### src/rtl/instr_stream_pkg.sv
// Shared constants and FSM state type for the instruction stream transmitter.
package instr_stream_pkg;

    localparam logic [7:0] START_MARK = 8'hFE;
    localparam logic [7:0] STOP_MARK  = 8'hFF;
    localparam logic [7:0] IDLE_BYTE  = 8'h00;

    typedef enum logic [2:0] {
        IDLE  = 3'd0,
        START = 3'd1,
        DATA  = 3'd2,
        STOP  = 3'd3,
        DONE  = 3'd4
    } state_t;

endpackage

### src/rtl/instr_stream_tx.sv
// Serialises 32-bit instruction words into a framed byte stream (FE, data MSB-first, FF).
// Optional INSTR_STREAM_TX_FF_CHECK_EN: data bytes equal to 0xFF are sent as 0x00 and flag err_o.
module instr_stream_tx
    import instr_stream_pkg::*;
#(
    parameter int MAX_WORDS = 64
) (
    input  logic        clk,
    input  logic        reset,
    input  logic        start_i,
    input  logic [31:0] word_i,
    input  logic        word_valid_i,
    input  logic        word_last_i,
    output logic        word_ready_o,
    output logic [7:0]  byte_o,
    output logic        busy_o,
    output logic        done_o,
    output logic        err_o,
    output logic [6:0]  word_cnt_o
);

    localparam logic [6:0] MAX_CNT = 7'(MAX_WORDS);

    state_t      state_q, state_d;
    logic [7:0]  byte_q, byte_d;
    logic [1:0]  idx_q, idx_d;
    logic [31:0] word_q, word_d;
    logic        last_q, last_d;
    logic [6:0]  cnt_q, cnt_d;
    logic        err_q, err_d;

    logic        room;
    logic        accept;
    logic        send_data;
    logic [31:0] src_word;
    logic [1:0]  src_idx;
    logic [7:0]  raw_byte;

    function automatic logic [7:0] pick_byte(input logic [31:0] w, input logic [1:0] idx);
        return w[{idx, 3'b000} +: 8];
    endfunction

    function automatic logic [7:0] scrub_byte(input logic [7:0] b);
`ifdef INSTR_STREAM_TX_FF_CHECK_EN
        return (b == STOP_MARK) ? IDLE_BYTE : b;
`else
        return b;
`endif
    endfunction

    assign room         = (cnt_q < MAX_CNT);
    assign word_ready_o = (state_q == START) ||
                          ((state_q == DATA) && (idx_q == 2'd0) && !last_q && room);
    assign accept       = word_valid_i && word_ready_o;
    assign raw_byte     = pick_byte(src_word, src_idx);

    always_comb begin
        state_d   = state_q;
        byte_d    = byte_q;
        idx_d     = idx_q;
        word_d    = word_q;
        last_d    = last_q;
        cnt_d     = cnt_q;
        err_d     = err_q;
        send_data = 1'b0;
        src_word  = word_q;
        src_idx   = idx_q - 2'd1;

        case (state_q)
            IDLE: begin
                byte_d = IDLE_BYTE;
                if (start_i) begin
                    state_d = START;
                    byte_d  = START_MARK;
                    cnt_d   = 7'd0;
                    err_d   = 1'b0;
                    last_d  = 1'b0;
                    idx_d   = 2'd0;
                end
            end
            START, DATA: begin
                if (state_q == DATA && idx_q != 2'd0) begin
                    send_data = 1'b1;
                    idx_d     = idx_q - 2'd1;
                end else if (accept) begin
                    // New word goes straight onto the wire so consecutive words have no gap
                    state_d   = DATA;
                    word_d    = word_i;
                    last_d    = word_last_i;
                    idx_d     = 2'd3;
                    cnt_d     = (cnt_q == MAX_CNT) ? cnt_q : cnt_q + 7'd1;
                    send_data = 1'b1;
                    src_word  = word_i;
                    src_idx   = 2'd3;
                end else begin
                    // Empty load, underrun and overflow all end here without a last word
                    state_d = STOP;
                    byte_d  = STOP_MARK;
                    if (state_q == START || !last_q) err_d = 1'b1;
                end
            end
            STOP: begin
                state_d = DONE;
                byte_d  = IDLE_BYTE;
            end
            DONE: begin
                state_d = IDLE;
                byte_d  = IDLE_BYTE;
            end
            default: begin
                state_d = IDLE;
                byte_d  = IDLE_BYTE;
            end
        endcase

        if (send_data) begin
            byte_d = scrub_byte(raw_byte);
`ifdef INSTR_STREAM_TX_FF_CHECK_EN
            if (raw_byte == STOP_MARK) err_d = 1'b1;
`endif
        end
    end

    always_ff @(posedge clk or posedge reset) begin
        if (reset) begin
            state_q <= IDLE;
            byte_q  <= IDLE_BYTE;
            idx_q   <= 2'd0;
            word_q  <= 32'd0;
            last_q  <= 1'b0;
            cnt_q   <= 7'd0;
            err_q   <= 1'b0;
        end else begin
            state_q <= state_d;
            byte_q  <= byte_d;
            idx_q   <= idx_d;
            word_q  <= word_d;
            last_q  <= last_d;
            cnt_q   <= cnt_d;
            err_q   <= err_d;
        end
    end

    assign byte_o     = byte_q;
    assign busy_o     = (state_q == START) || (state_q == DATA) || (state_q == STOP);
    assign done_o     = (state_q == DONE);
    assign err_o      = err_q;
    assign word_cnt_o = cnt_q;

endmodule

### config.mk
export PLATFORM = sky130hd
export DESIGN_NAME = instr_stream_tx
export DESIGN_NICKNAME = d
export VERILOG_FILES = /design/src/rtl/instr_stream_pkg.sv /design/src/rtl/instr_stream_tx.sv
export SDC_FILE = /design/constraint.sdc
export NUM_CORES = 1
export LEC_CHECK = 0
export BUFFER_PORTS_ARGS = -buffer_cell sky130_fd_sc_hd__buf_2
export CELL_PAD_IN_SITES_DETAIL_PLACEMENT = 0
export CELL_PAD_IN_SITES_GLOBAL_PLACEMENT = 2
export CORE_ASPECT_RATIO = 1.5
export CORE_MARGIN = 4
export CORE_UTILIZATION = 35
export CTS_CLUSTER_SIZE = 16
export DETAILED_ROUTE_END_ITERATION = 6
export GPL_TIMING_DRIVEN = 0
export PLACE_DENSITY_LB_ADDON = 0.3
export SKIP_CTS_REPAIR_TIMING = 1
export SLEW_MARGIN = 5
export SYNTH_ARGS = -nofsm -noshare
export SYNTH_HDL_FRONTEND = slang
export SYNTH_SLANG_ARGS = --single-unit
### constraint.sdc
create_clock -name clk -period 4.8 [get_ports clk]
set_clock_uncertainty 0.1 [all_clocks]
set_input_delay 0.72 -clock clk [delete_from_list [all_inputs] [get_ports clk]]
set_output_delay 0.72 -clock clk [all_outputs]
set_load 0.02 [all_outputs]
## After elaboration in Yosys (flattened, before gate mapping)

Index checks and enable logic that the tools add are counted.

- Add/sub/neg operators: 2
- Multiply operators: 0
- Div/mod/pow operators: 0
- Order comparisons: 1
- Equality and inequality tests: 14
- Shifts and indexed selects: 1
- Mux-type cells: 35
- Bitwise logic cells: 0
- Reduce and logical (&&, ||, !) cells: 21

Operator list:

| cell | count |
|---|---|
| two-way mux 32 bit | 3 |
| two-way mux 8 bit | 4 |
| indexed part select 32 x 6 -> 8 bit | 1 |
| two-way mux 7 bit | 4 |
| case mux 8 bit (2 select lines) | 1 |
| case mux 7 bit (2 select lines) | 1 |
| two-way mux 2 bit | 6 |
| inequality test 2 bit, second input constant | 6 |
| two-way mux 1 bit | 10 |
| AND reduction 5 bit | 2 |
| inequality test 3 bit, second input constant | 3 |
| case mux 3 bit (3 select lines) | 1 |
| adder 7 x 1 -> 7 bit, second input constant | 1 |
| == test 7 bit, second input constant | 1 |
| less-than comparator 7 bit, second input constant | 1 |
| == test 3 x 2 -> 1 bit, second input constant | 2 |
| two-way mux 3 bit | 2 |
| logical AND 1 bit | 5 |
| logical OR 1 bit | 4 |
| case mux 1 bit (2 select lines) | 2 |
| case mux 2 bit (2 select lines) | 1 |
| AND reduction 2 bit | 2 |
| AND reduction 4 bit | 1 |
| nonzero test 2 bit | 2 |
| other kinds (8) | 8 |

- Bits in registers: 54
- Latch bits: 0
- Bits in writable memories: 0
- ROM bits: 0
- Input port bits: 37
- Memories: 0

## Logic depth before layout (Yosys ltp)

Gate-level depths: netlist of run 1.

- Depth in word-level cells: 11
- Mapped depth: 9
- Gate-level depth less buffers: 7

## Worst setup path before layout of run 1

Ideal clock, no wire load.

- Path kind: reg-to-output
- From: register idx_q[0]
- To: output word_ready_o
- Arrival: 1.736 ns
- Data required time: 3.980 ns
- Path slack: 2.244 ns
- Cell stages (with the launch flop): 7
- Buffers on the path: 1
- Cell sequence: dfrtp_1 -> buf_1 -> inv_1 -> ha_1 -> nand2b_1 -> or3_1 -> a21oi_1

- Word-level cells in the longest chain between the ends: 5

Ends and longest elaborated chain:

| item | line | source |
|---|---|---|
| start, declared | instr_stream_tx.sv:26 | `logic [1:0] idx_q, idx_d;` |
| start signal, assigned | instr_stream_tx.sv:136 | `idx_q <= idx_d;` |
| logical NOT 2 bit | instr_stream_tx.sv:53 | `((state_q == DATA) && (idx_q == 2'd0) && !last_q && room);` |
| logical AND 1 bit (3 in series) | instr_stream_tx.sv:53 |  |
| logical OR 1 bit | instr_stream_tx.sv:52 | `assign word_ready_o = (state_q == START) \|\|` |
| end, declared | instr_stream_tx.sv:14 | `output logic word_ready_o,` |

Every way passes these cells.

## Worst setup path in the final report of run 1

Ends and elaborated chain as after synthesis.

==> impl_metrics.ini, run 1 <==
[logic_synthesis]
syn_inst = 275
ys_seq_elements = 54
syn_area_um2 = 2550
syn_nets = 315
yosys.area.top_type = dfrtp_1
synth_top_cell_area_share = 0.531
ys_warn_count = 0
synth_area_per_cell_um2 = 9.26
yosys-top-cells-area = dfrtp_1, nand2_1, mux4_2
seq_area_frac_synth = 0.531
synth.distinct_cells = 29

[worst_setup_path]
arrival_ns = 2.18
critPathKind = flip-flop to primary output
r2r_start = idx_q[0]$_DFFE_PP0P_
cp-start-kind = flip-flop
critical_path_peak_fanout = 10
critPathRequiredTime_ns = 3.98
cp-end-kind = primary output
crit_start = idx_q[0]$_DFFE_PP0P_

[pwr]
power.density_nw_per_um2 = 657
p_leak_nw = 1.54
peakVddDrop_uv = 237
report.power.total_mw = 2.01

[run_status]
outcome = complete, no violations

[clock_network]
clock_path_buffers = 2
numCtsBuffers = 5
insertion_delay_ns = 0.30
cts_tree = done
cts.clk_slew.worst_paths_ns = 0.09
cts.sinks = 54
cts_htree_levels = 2
cts_root_buf = clkbuf_8

[floorplanning]
pin_count = 56
core_area_um2 = 6990
dieHeight_um = 112
dieArea_um2 = 8730
rows = 37
start_util = 0.364
die_w_um = 77.6

[finish]
fin_cells = 436
area_growth_pct = 20.0
final_cell_area_um2 = 3050
fin_util = 0.437
drive_gt1_frac = 0.233
antennaDiodeCount = 0
finalNetCount = 378

[timing]
max_freq_ghz = 0.333
grt_setup_unrepaired = false
max-slew-margin-rel = 0.252
tightest_slew_ns = 1.11
worst_slack_ns = 1.80
period_share = 0.625
final.setup.tns_ns = 0
finalSetupViolCount = 0
hold_viol_final = 0
drv_slew = 0
post-route-min-period_ns = 3.00
holdWs_ns = 0.325

[detailed_routing]
drc = 0
post_drt_wl_per_cell_um = 13.6
drt_first_pass_iters = 4
via_count = 2004
finalWirelength_mm = 5.92
drt-vias-per-instance = 4.60
drt_iter0_drc = 86
ant_nets = 0

[placed_design]
place_inst = 428
port_buffers = 55
place.gp.congestion = 0.813
postPlaceCellArea_um2 = 2960
pre_cts_ws_ns = 1.82
place_hpwl_mm = 4.51

[grt]
grt_pass1_vias = 2068
grt_pass1_wl_mm = 10.1
grt_usage = 0.144
grt_overflow = 0
grt_max_degree = 35
antenna_found_initial = 0

[flow_run]
drv_cap = 0

[min_path]
hold_class = input port to asynchronous set/reset pin
==> critical path: stages, from the launching register on <==
cell      delay (ns)
dfrtp_1         0.41
buf_1           0.33
inv_1           0.15
ha_1            0.21
nand2b_1        0.14
or3_1           0.33
a21oi_1         0.13
buf_2           0.18
==> cell usage after synthesis, drive strengths merged <==
| cell type | instances |
|---|---|
| buf | 6 |
| a32o | 1 |
| o41ai | 1 |
| or3 | 8 |
| nor4b | 2 |
| a21o | 1 |
| nor2 | 6 |
| nand3 | 2 |
| a211oi | 2 |
| ha | 3 |
| clkbuf | 11 |
| or4bb | 1 |
| o32ai | 1 |
| o41a | 1 |
| mux4 | 8 |
| o31ai | 1 |
| o21ai | 17 |
| inv | 7 |
| dfrtp | 54 |
| nand3b | 1 |
| nor3 | 3 |
| nor3b | 1 |
| nand2 | 113 |
| a21oi | 18 |
| nand2b | 6 |
==> cell type report <==
class / instances / area (µm²)
fillers: 723 / 3940
flip-flops and latches: 54 / 1350
multi-input cells: 197 / 1090
repair buffers: 56 / 295
well taps: 97 / 121
clock buffers: 7 / 86.3
plain buffers: 17 / 75.1
inverters: 7 / 26.3
clock inverters: 1 / 5.00
==> worst paths after layout <==
path / cells past startpoint / slack [ns] / end
setup / recovery: 7 / 1.80 / word_ready_o
setup reg to reg: 9 / 1.86 / word_cnt_o[6]$_DFFE_PP0P_
hold / removal: 2 / 0.32 / word_q[13]$_DFF_PP0_
max in group asynchronous: 3 / 3.72 / byte_o[3]$_DFFE_PP0P_
min in group clk: 2 / 0.37 / word_q[17]$_DFF_PP0_
hold reg to reg: 2 / 0.37 / word_q[17]$_DFF_PP0_
==> state kept, by name (all words and copies together), names as in the netlist <==
name / count
state_q: 3
err_o: 1
byte_o: 8
word_cnt_o: 7
word_q: 32
last_q: 1
idx_q: 2
==> report_power, final <==
group	leakage (nW)	internal, mW	switching (mW)
Clock	0.0482	0.117	0.144
Combinational	0.818	0.392	0.594
Sequential	0.674	0.660	0.101
Total	1.54	1.17	0.839
==> layout by cell type, fill, tap and decap left out, types with 2 or more instances in the layout <==
master / count
nand2_1: 113
buf_2: 58
dfrtp_1: 54
o21ai_0: 17
a21oi_1: 17
clkbuf_1: 12
mux4_2: 8
or3_1: 8
nand2b_1: 6
nor2_1: 6
inv_1: 6
clkbuf_8: 6
nor3_1: 3
ha_1: 3
buf_1: 2
a211oi_1: 2
nand3_1: 2
==> cell families (layout without fill, tap and decap cells) <==
kind of cell,after synthesis,in the layout,synth area share
simple gates,143,143,0.239
buf+inv,24,88,0.0398
compound gates,43,43,0.105
mux,8,8,0.0708
fa+ha+maj,3,3,0.0147
flops,54,54,0.531
==> metal layers <==
layer	vias to the layer above	GRT usage	part of all wire
li1	1034	-	-
met3	8	0.0297	0.043
met4	0	0.0463	0.017
met2	44	0.253	0.51
met1	918	0.175	0.43
met5	-	0	0
No activity file was read; power rests on OpenSTA's default activity.
==> run 2: changes to the inputs <==
CORE_UTILIZATION = 32   (was 35)
clock period = 3.11 ns   (was 4.8 ns; I/O delays follow)
==> run 2 against run 1 <==
Effect of this change:
- sequential share of layout area shrank 1.3 points
- global-route usage grew 1.3 points
- sequential power grew 55%
- cell count grew 1.8%
- sequential cell count is the same
==> impl_metrics.ini, run 2 (same netlist as run 1, synthesis figures left out) <==
[clock_network]
insertion_delay_ns = 0.29
numCtsBuffers = 5
cts_tree = done
cts.clk_slew.worst_paths_ns = 0.07
cts.sinks = 54
clock_path_buffers = 2
cts_root_buf = clkbuf_16
cts_htree_levels = 2

[finish]
area_growth_pct = 23.5
drive_gt1_frac = 0.246
final_cell_area_um2 = 3150
fin_util = 0.408
top_register = word_q
antennaDiodeCount = 0
final_common_cell = nand2_1
largest_reg_flops = 32
finalNetCount = 381
fill_cells = 845
fin_cells = 444
multi_input_area_um2 = 1100
regArea_um2 = 1350
final_cell_mix = nand2_1, buf_2, dfrtp_1

[worst_setup_path]
cp-start-kind = flip-flop
critPathKind = flip-flop to primary output
arrival_ns = 2.09
r2r_start = idx_q[0]$_DFFE_PP0P_
critPathRequiredTime_ns = 2.54
cp-end-kind = primary output
ff2ff_path_depth = 7
rr_endpoint = byte_o[7]$_DFFE_PP0P_
r2r_setup_slack_ns = 0.52
crit_start = idx_q[0]$_DFFE_PP0P_
critical_path_peak_fanout = 10

[timing]
finalSetupViolCount = 0
drv_slew = 0
hold_viol_final = 0
tightest_slew_ns = 1.01
max_freq_ghz = 0.376
period_share = 0.856
post-route-min-period_ns = 2.66
max-slew-margin-rel = 0.328
grt_setup_unrepaired = false
final.setup.tns_ns = 0

[grt]
grt_max_degree = 39
grt_usage = 0.157
grt_pass1_wl_mm = 11.1
grt_overflow = 0
grt_pass1_vias = 2196
antenna_found_initial = 0

[placed_design]
place.gp.congestion = 0.751
postPlaceCellArea_um2 = 2980
port_buffers = 55
place_inst = 434
place_hpwl_mm = 4.68

[floorplanning]
start_util = 0.330
die_w_um = 80.8
core_area_um2 = 7710
rows = 39
pin_count = 56
dieHeight_um = 117
dieArea_um2 = 9480

[run_status]
outcome = complete, no violations

[detailed_routing]
finalWirelength_mm = 6.58
post_drt_wl_per_cell_um = 14.8
via_count = 2075
drc = 0
drt_iter0_drc = 73
ant_nets = 0
drt-vias-per-instance = 4.67
drt_first_pass_iters = 4

[pwr]
power.density_nw_per_um2 = 1060
peakVddDrop_uv = 451
p_leak_nw = 1.59

[min_path]
hold_class = input port to asynchronous set/reset pin

[flow_run]
drv_cap = 0
-- run 2: cell type report --
cell class              count  area share
flip-flops and latches     54       0.430
clock buffers               7      0.0453
inverters                   7     0.00835
multi-input cells         197       0.349
well taps                 102      0.0406
plain buffers              17      0.0243
clock inverters             1     0.00159
repair buffers             59       0.101
-- run 2: routing by layer --
layer / vias up / track usage / routed length (µm)
met5: - / 0 / 0
met4: 0 / 0.0507 / 89
met3: 7 / 0.0314 / 294
met2: 40 / 0.278 / 3440
met1: 988 / 0.191 / 2760
li1: 1040 / - / -
-- run 2: worst max-delay path by stage --
stage	endpoint	slack (ns)	cells after the start
global placement	byte_o[7]$_DFFE_PP0P_	0.07	7
CTS	word_cnt_o[2]$_DFFE_PP0P_	0.13	9
global route	word_ready_o	0.27	7
detailed placement	byte_o[7]$_DFFE_PP0P_	0.15	7
finish	word_ready_o	0.45	7
floorplan	byte_o[7]$_DFFE_PP0P_	0.66	7
-- run 2: where the power goes --
group | internal, mW | switching, mW | total [mW]
registers | 1.02 | 0.156 | 1.18
clock network | 0.320 | 0.245 | 0.565
logic | 0.632 | 0.949 | 1.58
total | 1.97 | 1.35 | 3.32
-- run 2: through the flow --
stage	power, mW	setup slack, ns	hold slack, ns
final	3.32	0.449	0.0490
after CTS	3.37	0.127	0.0616
after global routing	3.64	0.270	0.0903
after global placement	2.76	0.0684	0.346
after floorplan	2.30	0.659	0.333
after detailed placement	2.79	0.145	0.350
-- run 2: worst max-delay path, stage by stage, from the launching register on --
cell      delay (ns)
dfrtp_1         0.40
clkbuf_2        0.27
inv_1           0.11
ha_1            0.21
nand2b_1        0.14
or3_1           0.33
a21oi_1         0.16
buf_2           0.18
==> run 3: changes to the inputs <==
CELL_PAD_IN_SITES_DETAIL_PLACEMENT = unset   (was 0)
CELL_PAD_IN_SITES_GLOBAL_PLACEMENT = unset   (was 2)
CORE_UTILIZATION = 39   (was 32)
SKIP_CTS_REPAIR_TIMING = unset   (was 1)
TNS_END_PERCENT = 50   (was unset)
==> run 3 against run 2 <==
Effect of this change:
- design area fell by 2.9%
- sequential share of layout area up 1.3 points
- hold slack improved by 0.19 ns
- sequential cell count is the same
- die area down 17%
- fmax fell by 6.8%
- register-to-register slack got worse by 0.27 ns
- critical endpoint is now byte_o[7]$_DFFE_PP0P_
- critical path depth unchanged
- combinational power fell by 4%
==> impl_metrics.ini, run 3 (same netlist as run 1, synthesis figures left out) <==
[timing]
period_share = 0.918
grt_setup_unrepaired = false
drv_slew = 0
post-route-min-period_ns = 2.86
max-slew-margin-rel = 0.194
final.setup.tns_ns = 0
holdWs_ns = 0.238
finalSetupViolCount = 0
max_freq_ghz = 0.350
hold_viol_final = 0
tightest_slew_ns = 1.20

[detailed_routing]
post_drt_wl_per_cell_um = 14.4
drt_first_pass_iters = 4
via_count = 2055
ant_nets = 0
drc = 0
drt_iter0_drc = 62
drt-vias-per-instance = 4.96
finalWirelength_mm = 5.97

[grt]
grt_pass1_wl_mm = 10.2
grt_overflow = 0
grt_max_degree = 42
grt_pass1_vias = 2208
antenna_found_initial = 0
grt_usage = 0.166

[finish]
final_cell_mix = nand2_1, buf_2, dfrtp_1
drive_gt1_frac = 0.232
area_growth_pct = 20.0
multi_input_area_um2 = 1090
top_register = word_q
regArea_um2 = 1350
fill_cells = 642
finalNetCount = 379
fin_util = 0.488
final_cell_area_um2 = 3050
antennaDiodeCount = 0
largest_reg_flops = 32
final_common_cell = nand2_1

[min_path]
hold_end = word_q[4]$_DFF_PP0_
hold_class = input port to flip-flop
min_path_cells = 3
min_from = word_i[4]

[flow_run]
drv_cap = 0

[pwr]
report.power.total_mw = 3.17
pwr-share-seq = 0.371
p_sw_frac = 0.412
peakVddDrop_uv = 389
clkPwrFrac = 0.152
intPower_mw = 1.87
p_leak_nw = 1.55
p_comb_frac = 0.477
power.density_nw_per_um2 = 1040
p_sw_mw = 1.31

[placed_design]
place.gp.congestion = 0.807
place_hpwl_mm = 4.50
postPlaceCellArea_um2 = 2930
port_buffers = 55

[clock_network]
cts_htree_levels = 2
cts_root_buf = clkbuf_8
insertion_delay_ns = 0.32
cts.sinks = 54
numCtsBuffers = 5
cts_tree = done
cts_setup_buffers = 0
cts.clk_slew.worst_paths_ns = 0.10
clock_path_buffers = 2
cts_resized = 0

[run_status]
outcome = complete, no violations

[floorplanning]
dieArea_um2 = 7910
die_w_um = 74.0
start_util = 0.407
rows = 35
pin_count = 56
dieHeight_um = 107
core_area_um2 = 6260

[worst_setup_path]
critPathKind = flip-flop to flip-flop
crit_start = idx_q[0]$_DFFE_PP0P_
cp-end-kind = flip-flop
critical_path_peak_fanout = 10
ff2ff_path_depth = 7
r2r_setup_slack_ns = 0.25
critPathRequiredTime_ns = 3.15
arrival_ns = 2.90
cp-start-kind = flip-flop
r2r_start = idx_q[0]$_DFFE_PP0P_
rr_endpoint = byte_o[7]$_DFFE_PP0P_
run 3: changes by cell type in the layout (fill, tap and decap cells not counted), sizes merged:
cell / delta
clkinv: -1
bufinv: +1
buf: -2
dlygate4sd3: +1
clkinvlp: +1
clkbuf: -2
run 3: how the worst max path moves through the flow:
stage / to / depth (start not counted)
4_1_cts: word_cnt_o[2]$_DFFE_PP0P_ / 9
6_report: byte_o[7]$_DFFE_PP0P_ / 7
5_1_grt: byte_o[7]$_DFFE_PP0P_ / 7
3_3_place_gp: word_cnt_o[2]$_DFFE_PP0P_ / 9
3_5_place_dp: word_cnt_o[2]$_DFFE_PP0P_ / 9
2_1_floorplan: byte_o[7]$_DFFE_PP0P_ / 7
run 3: timing repair:
item / CTS / global route
hold buffers: 1 / 0
endpoints found under the hold margin: 6 / 0
endpoints found under the setup margin: 0 / 3
run 3: power groups by stage:
| stage | sequential (mW) | clock [mW] | combinational [mW] |
|---|---|---|---|
| global route | 1.22 | 0.514 | 1.71 |
| global placement | 1.18 | 0 | 1.49 |
| finish | 1.18 | 0.481 | 1.51 |
| CTS | 1.18 | 0.493 | 1.54 |
| detailed placement | 1.20 | 0 | 1.53 |
| floorplan | 1.24 | 0 | 1.05 |
run 3: per-layer routing:
layer / vias to the layer above / routed length, µm / global-route usage
met4: 0 / 102 / 0.0687
met2: 49 / 3180 / 0.293
li1: 1036 / - / -
met5: - / 0 / 0
met1: 964 / 2430 / 0.192
met3: 6 / 261 / 0.0281
run 3: through the flow:
step	instances	worst slack, ns
detailed placement	405	0.122
finish	414	0.254
global placement	404	0.242
floorplan	275	0.659
CTS	414	0.118
global route	414	0.00627
run 3: area by class of cell:
type,instances,area share
Clock inverter,2,0.0123
Tap cell,74,0.0303
Multi-Input combinational cell,197,0.358
Sequential cell,54,0.442
Inverter,7,0.00860
Clock buffer,6,0.0238
Buffer,17,0.0246
Timing Repair Buffer,57,0.100
run 3: critical path, stage by stage (launching register included):
cell and delay [ns]:
dfrtp_1 0.38, buf_1 0.54, inv_1 0.11, ha_1 0.31, buf_1 0.43, mux4_2 0.56, o21ai_0 0.16, a21oi_1 0.10
